[config.mk]
export PLATFORM = sky130hd
export DESIGN_NAME = pulse_monitor_flat
export DESIGN_NICKNAME = d
export VERILOG_FILES = /design/src/rtl/pulse_monitor_if.sv /design/src/rtl/pulse_monitor.sv /design/src/flat_wrapper.sv
export SDC_FILE = /design/constraint.sdc
export NUM_CORES = 1
export LEC_CHECK = 0
export CORE_UTILIZATION = 50
export CTS_CLUSTER_SIZE = 14
export DETAILED_ROUTE_END_ITERATION = 10
export PLACE_DENSITY = 0.73
export SYNTH_ARGS = -nofsm -noshare
export SYNTH_HDL_FRONTEND = slang
export SYNTH_SLANG_ARGS = --single-unit
[constraint.sdc]
create_clock -name clk -period 2.63 [get_ports clk]
set_clock_uncertainty 0.15 [all_clocks]
set_input_delay 0.263 -clock clk [delete_from_list [all_inputs] [get_ports clk]]
set_output_delay 0.263 -clock clk [all_outputs]
set_load 0.01 [all_outputs]
[src/rtl/pulse_monitor_if.sv]
// Pulse monitor signal bundle: the monitored pulse line and the measurement results.
// The monitor sits on the slave side; whoever drives the pulse and consumes results is the master.
interface pulse_monitor_if #(
  parameter int CNT_W = 30
);
  logic             pulse_in;
  logic [CNT_W-1:0] period;
  logic             period_valid;
  logic             lost;
  logic [15:0]      edge_count;

  modport master (
    output pulse_in,
    input  period,
    input  period_valid,
    input  lost,
    input  edge_count
  );

  modport slave (
    input  pulse_in,
    output period,
    output period_valid,
    output lost,
    output edge_count
  );
endinterface

[src/rtl/pulse_monitor.sv]
// Measures the rising-edge period of an asynchronous square wave in clk cycles and flags pulse loss.
// Define PULSE_MONITOR_AVG_EN to report a running mean of the last 4 periods instead of the last one.
//
// state      | meaning
// WAIT_FIRST | no reference edge yet, counter parked at 0
// MEASURE    | counting cycles since the last accepted rising edge
// LOST       | no edge within TIMEOUT, waiting for a new reference edge
module pulse_monitor #(
  parameter int CNT_W       = 30,
  parameter int TIMEOUT     = 1000000,
  parameter int SYNC_STAGES = 2
) (
  input  logic              clk,
  input  logic              reset,
  pulse_monitor_if.slave    bus
);

  typedef enum logic [1:0] {
    WAIT_FIRST = 2'd0,
    MEASURE    = 2'd1,
    LOST       = 2'd2
  } state_t;

  localparam logic [CNT_W-1:0] CNT_TC = CNT_W'(TIMEOUT - 1);

  logic [SYNC_STAGES-1:0] sync;
  logic                   sync_prev;
  logic                   rise;

  state_t           state;
  logic [CNT_W-1:0] cnt;
  logic [CNT_W-1:0] meas;
  logic [CNT_W-1:0] period_q;
  logic             valid_q;
  logic             lost_q;
  logic [15:0]      edge_cnt;

  // rise is registered so the FSM sees it one edge after the synchroniser output changes
  always_ff @(posedge clk) begin
    if (reset) begin
      sync      <= '0;
      sync_prev <= 1'b0;
      rise      <= 1'b0;
    end else begin
      sync      <= {sync[SYNC_STAGES-2:0], bus.pulse_in};
      sync_prev <= sync[SYNC_STAGES-1];
      rise      <= sync[SYNC_STAGES-1] & ~sync_prev;
    end
  end

  always_comb begin
    meas = cnt + CNT_W'(1);
  end

`ifdef PULSE_MONITOR_AVG_EN
  logic [CNT_W-1:0] hist [4];
  logic [CNT_W+1:0] sum;
  logic [CNT_W+1:0] sum_next;
  logic [2:0]       fill;

  // oldest entry is zero until the window is full, so the subtraction is always safe
  always_comb begin
    sum_next = sum + (CNT_W+2)'(meas) - (CNT_W+2)'(hist[3]);
  end
`endif

  always_ff @(posedge clk) begin
    if (reset) begin
      state    <= WAIT_FIRST;
      cnt      <= '0;
      period_q <= '0;
      valid_q  <= 1'b0;
      lost_q   <= 1'b0;
      edge_cnt <= '0;
`ifdef PULSE_MONITOR_AVG_EN
      for (int i = 0; i < 4; i++) hist[i] <= '0;
      sum  <= '0;
      fill <= '0;
`endif
    end else begin
      valid_q <= 1'b0;
      if (rise) edge_cnt <= edge_cnt + 16'd1;

      case (state)
        WAIT_FIRST: begin
          cnt <= '0;
          if (rise) state <= MEASURE;
        end

        MEASURE: begin
          if (rise) begin
            cnt <= '0;
`ifdef PULSE_MONITOR_AVG_EN
            hist[0] <= meas;
            for (int i = 1; i < 4; i++) hist[i] <= hist[i-1];
            sum <= sum_next;
            if (fill != 3'd4) fill <= fill + 3'd1;
            if (fill >= 3'd3) begin
              period_q <= sum_next[CNT_W+1:2];
              valid_q  <= 1'b1;
            end
`else
            period_q <= meas;
            valid_q  <= 1'b1;
`endif
          end else if (cnt == CNT_TC) begin
            state  <= LOST;
            lost_q <= 1'b1;
            cnt    <= '0;
`ifdef PULSE_MONITOR_AVG_EN
            for (int i = 0; i < 4; i++) hist[i] <= '0;
            sum  <= '0;
            fill <= '0;
`endif
          end else begin
            cnt <= meas;
          end
        end

        LOST: begin
          cnt <= '0;
          if (rise) begin
            state  <= MEASURE;
            lost_q <= 1'b0;
          end
        end

        default: begin
          state <= WAIT_FIRST;
          cnt   <= '0;
        end
      endcase
    end
  end

  assign bus.period       = period_q;
  assign bus.period_valid = valid_q;
  assign bus.lost         = lost_q;
  assign bus.edge_count   = edge_cnt;

endmodule

[src/flat_wrapper.sv]
// flat-port wrapper written by rule: the top's interface ports become plain ports
module pulse_monitor_flat 
#(
  parameter int CNT_W       = 30,
  parameter int TIMEOUT     = 1000000,
  parameter int SYNC_STAGES = 2
)
  (clk, reset, bus_pulse_in, bus_period, bus_period_valid, bus_lost, bus_edge_count);
  pulse_monitor_if #(.CNT_W(CNT_W)) bus_i ();
  input  logic clk;
  input  logic reset;
  input wire logic [$bits(bus_i.pulse_in)-1:0] bus_pulse_in;
  output wire logic [$bits(bus_i.period)-1:0] bus_period;
  output wire logic [$bits(bus_i.period_valid)-1:0] bus_period_valid;
  output wire logic [$bits(bus_i.lost)-1:0] bus_lost;
  output wire logic [$bits(bus_i.edge_count)-1:0] bus_edge_count;
  assign bus_i.pulse_in = bus_pulse_in;
  assign bus_period = bus_i.period;
  assign bus_period_valid = bus_i.period_valid;
  assign bus_lost = bus_i.lost;
  assign bus_edge_count = bus_i.edge_count;
  pulse_monitor #(.CNT_W(CNT_W), .TIMEOUT(TIMEOUT), .SYNC_STAGES(SYNC_STAGES)) u_core (.clk(clk), .reset(reset), .bus(bus_i));
endmodule
Word-level counts from Yosys, hierarchy flattened
Index checks and enable logic that the tools add are counted.
{ "totals": {"mem_bits_rw": 0, "mem_count": 0, "mem_bits_ro": 0, "wordCells": 38, "latch_bits": 0, "in_bits": 3, "output_inout_bits": 48, "register_bits": 84} }
{ "classes": {"div": 0, "bitwise_logic": 3, "n_lt_le_gt_ge": 0, "eq_ne": 7, "n_reduce_logical": 8, "shift": 0, "mul": 0, "muxes": 9, "add_sub_neg": 2} }
{ "ops": {"columns": ["op", "n"], "rows": [
  ["$add A30 B1 Y30 const B", 1],
  ["$eq A30 B20 Y1 const B", 1],
  ["$add A16 B1 Y16 const B", 1],
  ["$mux W2", 3],
  ["$ne A2 B1 Y1 const B", 3],
  ["$mux W1", 4],
  ["$pmux W2 S2", 1],
  ["$reduce_and A4 Y1", 1],
  ["$reduce_or A2 Y1", 2],
  ["$reduce_or A4 Y1", 1],
  ["$reduce_and A3 Y1", 1],
  ["$eq A2 B1 Y1 const B", 1],
  ["$eq A2 B2 Y1 const B", 1],
  ["$logic_not A2 Y1", 1],
  ["$ne A2 B2 Y1 const B", 1],
  ["$not A1 Y1", 2],
  ["$pmux W1 S2", 1],
  ["$reduce_and A2 Y1", 1],
  ["$reduce_bool A2 Y1", 1],
  ["$and A1 B1 Y1", 1]
]} }

Logic depth before layout (Yosys ltp)
{ "depth": {"depth_word": 4, "depth_mapped": 7, "ltp_nobuf": 5} }

Least setup slack after synthesis
OpenSTA, ideal clock, no wires.
{ "synth_timing": {"path_kind": "register to register", "startpoint": "reg u_core.cnt[0]", "endpoint": "reg u_core.period_q[18] (netlist: u_core.bus.period[18])", "setup_time_ns": 0.091, "n_path_buf": 0, "required_time_ns": 2.389, "arrival_ns": 1.938, "path_stages_with_launch": 6, "period_less_slack_ns": 2.179, "slack_ns": 0.451, "cell_sequence": "dfxtp_1 > ha_1 > nand3_1 > or4_1 > or3_1 > a311oi_1"} }
{ "synth_between": {"elab_chain_len": 1} }
{ "synth_rtl": {"columns": ["item", "line", "rtl"], "rows": [
  ["from (decl)", "pulse_monitor.sv:31", "logic [CNT_W-1:0] cnt;"],
  ["from (signal assigned)", "pulse_monitor.sv:116", "cnt <= meas;"],
  ["$add A30 B1 Y30", "pulse_monitor.sv:52", "meas = cnt + CNT_W'(1);"],
  ["to (signal assigned)", "pulse_monitor.sv:103", "period_q <= meas;"],
  ["to (decl)", "pulse_monitor.sv:33", "logic [CNT_W-1:0] period_q;"]
]} }
No other way between the ends.
A chain may end at the register's enable or synchronous reset.

Final worst setup path
{ "layout_timing": {"startpoint": "reg u_core.cnt[0]", "endpoint": "reg u_core.period_q[22] (netlist: u_core.bus.period[22])"} }
Same word-level chain as after synthesis.

==> run metrics <==
Final HPWL DP between 5000 and 6000 um; setup TNS 0 ns; total clock buffers created by CTS 9; r2r worst-path depth 5; RSZ-0062 raised after global routing no; layout cells sized above 1 roughly 8.1%; initial core utilization between 50% and 60%; syn nets about 390; crit path launch u_core.cnt[0]; placed insts 493; post-route design area 4210 um^2; fin util between 60% and 70%; final setup fails 0; Req. time, crit path 2.74 ns; number of flops mapped to enable cells by yosys 0; DRC 0; Critical Path Sink Type flop; clk_lat worst skew approximately 0.35 ns; # resized after CTS 0; area delta synth->final 21.8%; synth top area cells dfxtp_1, nor2_1, a211oi_1; Global Route Usage Sum between 20% and 30%; Fmax ~420 MHz; Synth top cells by count dfxtp_1, nor2_1; H-tree depth 3; Ys Warns 0; pwr/cell area about 500 nW/um^2; Fin. Hold Viols 0; CTS tree built; Max Slew Vio Count 0; worst setup margin 0.266 ns; CP arrival 2.47 ns; Port Buf Inserts 50; antenna cells 0; clock buffer depth 2; final instance count without filler cells 508; worst setup path class reg -> reg; drt wl/cell 14.8 um; Worst Hold Path Cells 3; post-CTS setup buffer count 0; fin crit share around nine tenths; Nets 432; Reg2Reg Setup Slack 0.27 ns; hold_sp reset; IO Count 51; Startpoint Class flop; Core ar. approximately 6500 um^2; largest net degree at the start of global routing 35; FFs w/ async S/R, synth 0%; Worst IR Drop VDD 311 uV; Rel. slew slack roughly 64%; HP Class in -> reg; FP Rows 29; Final min period ~2.4 ns; global route overflow 0; Max Cap Viol 0; Die ar. ~7300 um^2; status finished clean; vias per cell between 5 and 6; syn avg cell area just over 9 um^2; number of global-route vias before repair around 2700; Post-CTS Hold Buffers 0; global-route wire length before repair approximately 12000 um; FF-to-FF End u_core.bus.period[22]; Mapped Cells 380; CTS sink cnt 84; clock transition at the registers of the reported paths 0.08 ns; chip width between 80 and 90 um; FF+latch count, synth 84; Worst-Margin Slew ~0.53 ns; critical path fanouts, max 6; First-pass DRT Iterations 4; Cell variety after synth 39; Post-Route WL roughly 7500 um; most numerous cell in the Yosys netlist dfxtp_1; vias after detailed routing about 3000; worst r2r src u_core.cnt[0]; worst slack, placed 0.328 ns; ys flop type dfxtp_1; DRT iter0 DRCs roughly 120; Hold Path Sink u_core.state[1]; Synth area leader dfxtp_1; Netlist Area Pre-Place 3460 um^2; clock root cell clkbuf_8; antenna violations before repair 0; share of the synthesized area in the top cell type between 40% and 50%; Antenna Nets Post-Route 0; Die Ht 85.2 um; GPL Wtd Cong roughly 0.85; Seq/Total Area, Yosys between 40% and 50%; leak pwr about 1.3 nW; Area after DPL just over 4000 um^2
logic make-up after synthesis:
logic type / after synthesis / synth area share, %
flip-flops: 84 / 48.6
multiplexers: 3 / 0.904
adder cells (fa/ha/maj): 2 / 0.723
AO/OA/AOI/OAI: 67 / 13.5
AND/OR/NAND/NOR: 169 / 26.3
buffers and inverters: 29 / 3.40
XOR/XNOR: 26 / 6.58
cell usage in the layout (no fill, tap or decap), types with 2 or more instances in the layout:
master	n
dfxtp_1	84
nor2_1	68
clkdlybuf4s50_1	49
nand3_1	17
nand4_1	17
a21oi_1	17
a211oi_1	16
xnor2_1	13
xor2_1	13
a311oi_1	13
nand2_1	12
clkbuf_8	9
or3_1	8
buf_4	8
nor2b_1	7
or4_1	7
o21ai_0	7
nor4_1	6
and4_1	5
inv_1	5
nor3_1	5
and3_1	4
o31ai_1	4
or4b_1	3
a31o_2	3
clkinvlp_4	3
mux2i_1	2
nand4_4	2
or4_4	2
or4b_2	2
o41ai_1	2
a21boi_0	2
nand2b_1	2
ha_1	2
clkbuf_1	2
buf_12	2
metal layers:
layer	share of wire, %	GRT usage [%]
met1	48	29.8
met2	46	33.7
met3	4.2	3.79
met4	2.1	11.6
met5	0	0
cell type report:
cell class	instances	area [um^2]
Sequential cell	84	1680
Clock inverter	4	27.5
Clock buffer	11	131
Fill cell	554	2320
Inverter	5	18.8
Timing Repair Buffer	60	596
Tap cell	77	96.3
Multi-Input combinational cell	267	1660
metrics by stage:
stage / hold WS, ns / total power (W)
final: 0.0949 / 0.00210
after global routing: 0.0920 / 0.00217
after CTS: 0.0912 / 0.00212
after detailed placement: 0.222 / 0.00135
after global placement: 0.222 / 0.00135
after floorplan: 0.217 / 0.00134
worst max-delay path, stage by stage (launching register included):
cell      delay (ns)
dfxtp_1         0.44
ha_1            0.26
nand3_1         0.13
or4_1           0.64
or3_1           0.37
a311oi_1        0.29
power by group:
group | leakage, nW | internal (W) | total (W) | switching (W)
registers | 0.677 | 0.00128 | 0.00128 | 0.00000443
clock network | 0.0714 | 0.000337 | 0.000778 | 0.000441
logic | 0.563 | 0.0000163 | 0.0000402 | 0.0000238
total | 1.31 | 0.00163 | 0.00210 | 0.000469
worst max-delay path by stage:
stage	to	slack, ns	cells past startpoint
2_1_floorplan	u_core.bus.period[18]	0.45	5
3_3_place_gp	u_core.bus.period[22]	0.33	5
3_5_place_dp	u_core.bus.period[29]	0.33	4
4_1_cts	u_core.bus.period[22]	0.29	5
5_1_grt	u_core.bus.period[22]	0.07	5
6_report	u_core.bus.period[22]	0.27	5
registers in the layout, summed over array words and instances (netlist names), 2 cells and up:
signal                 flops
u_core.bus.period         30
u_core.sync                2
u_core.state               2
u_core.cnt                30
u_core.bus.edge_count     16
No activity file was read; power rests on OpenSTA's default activity.
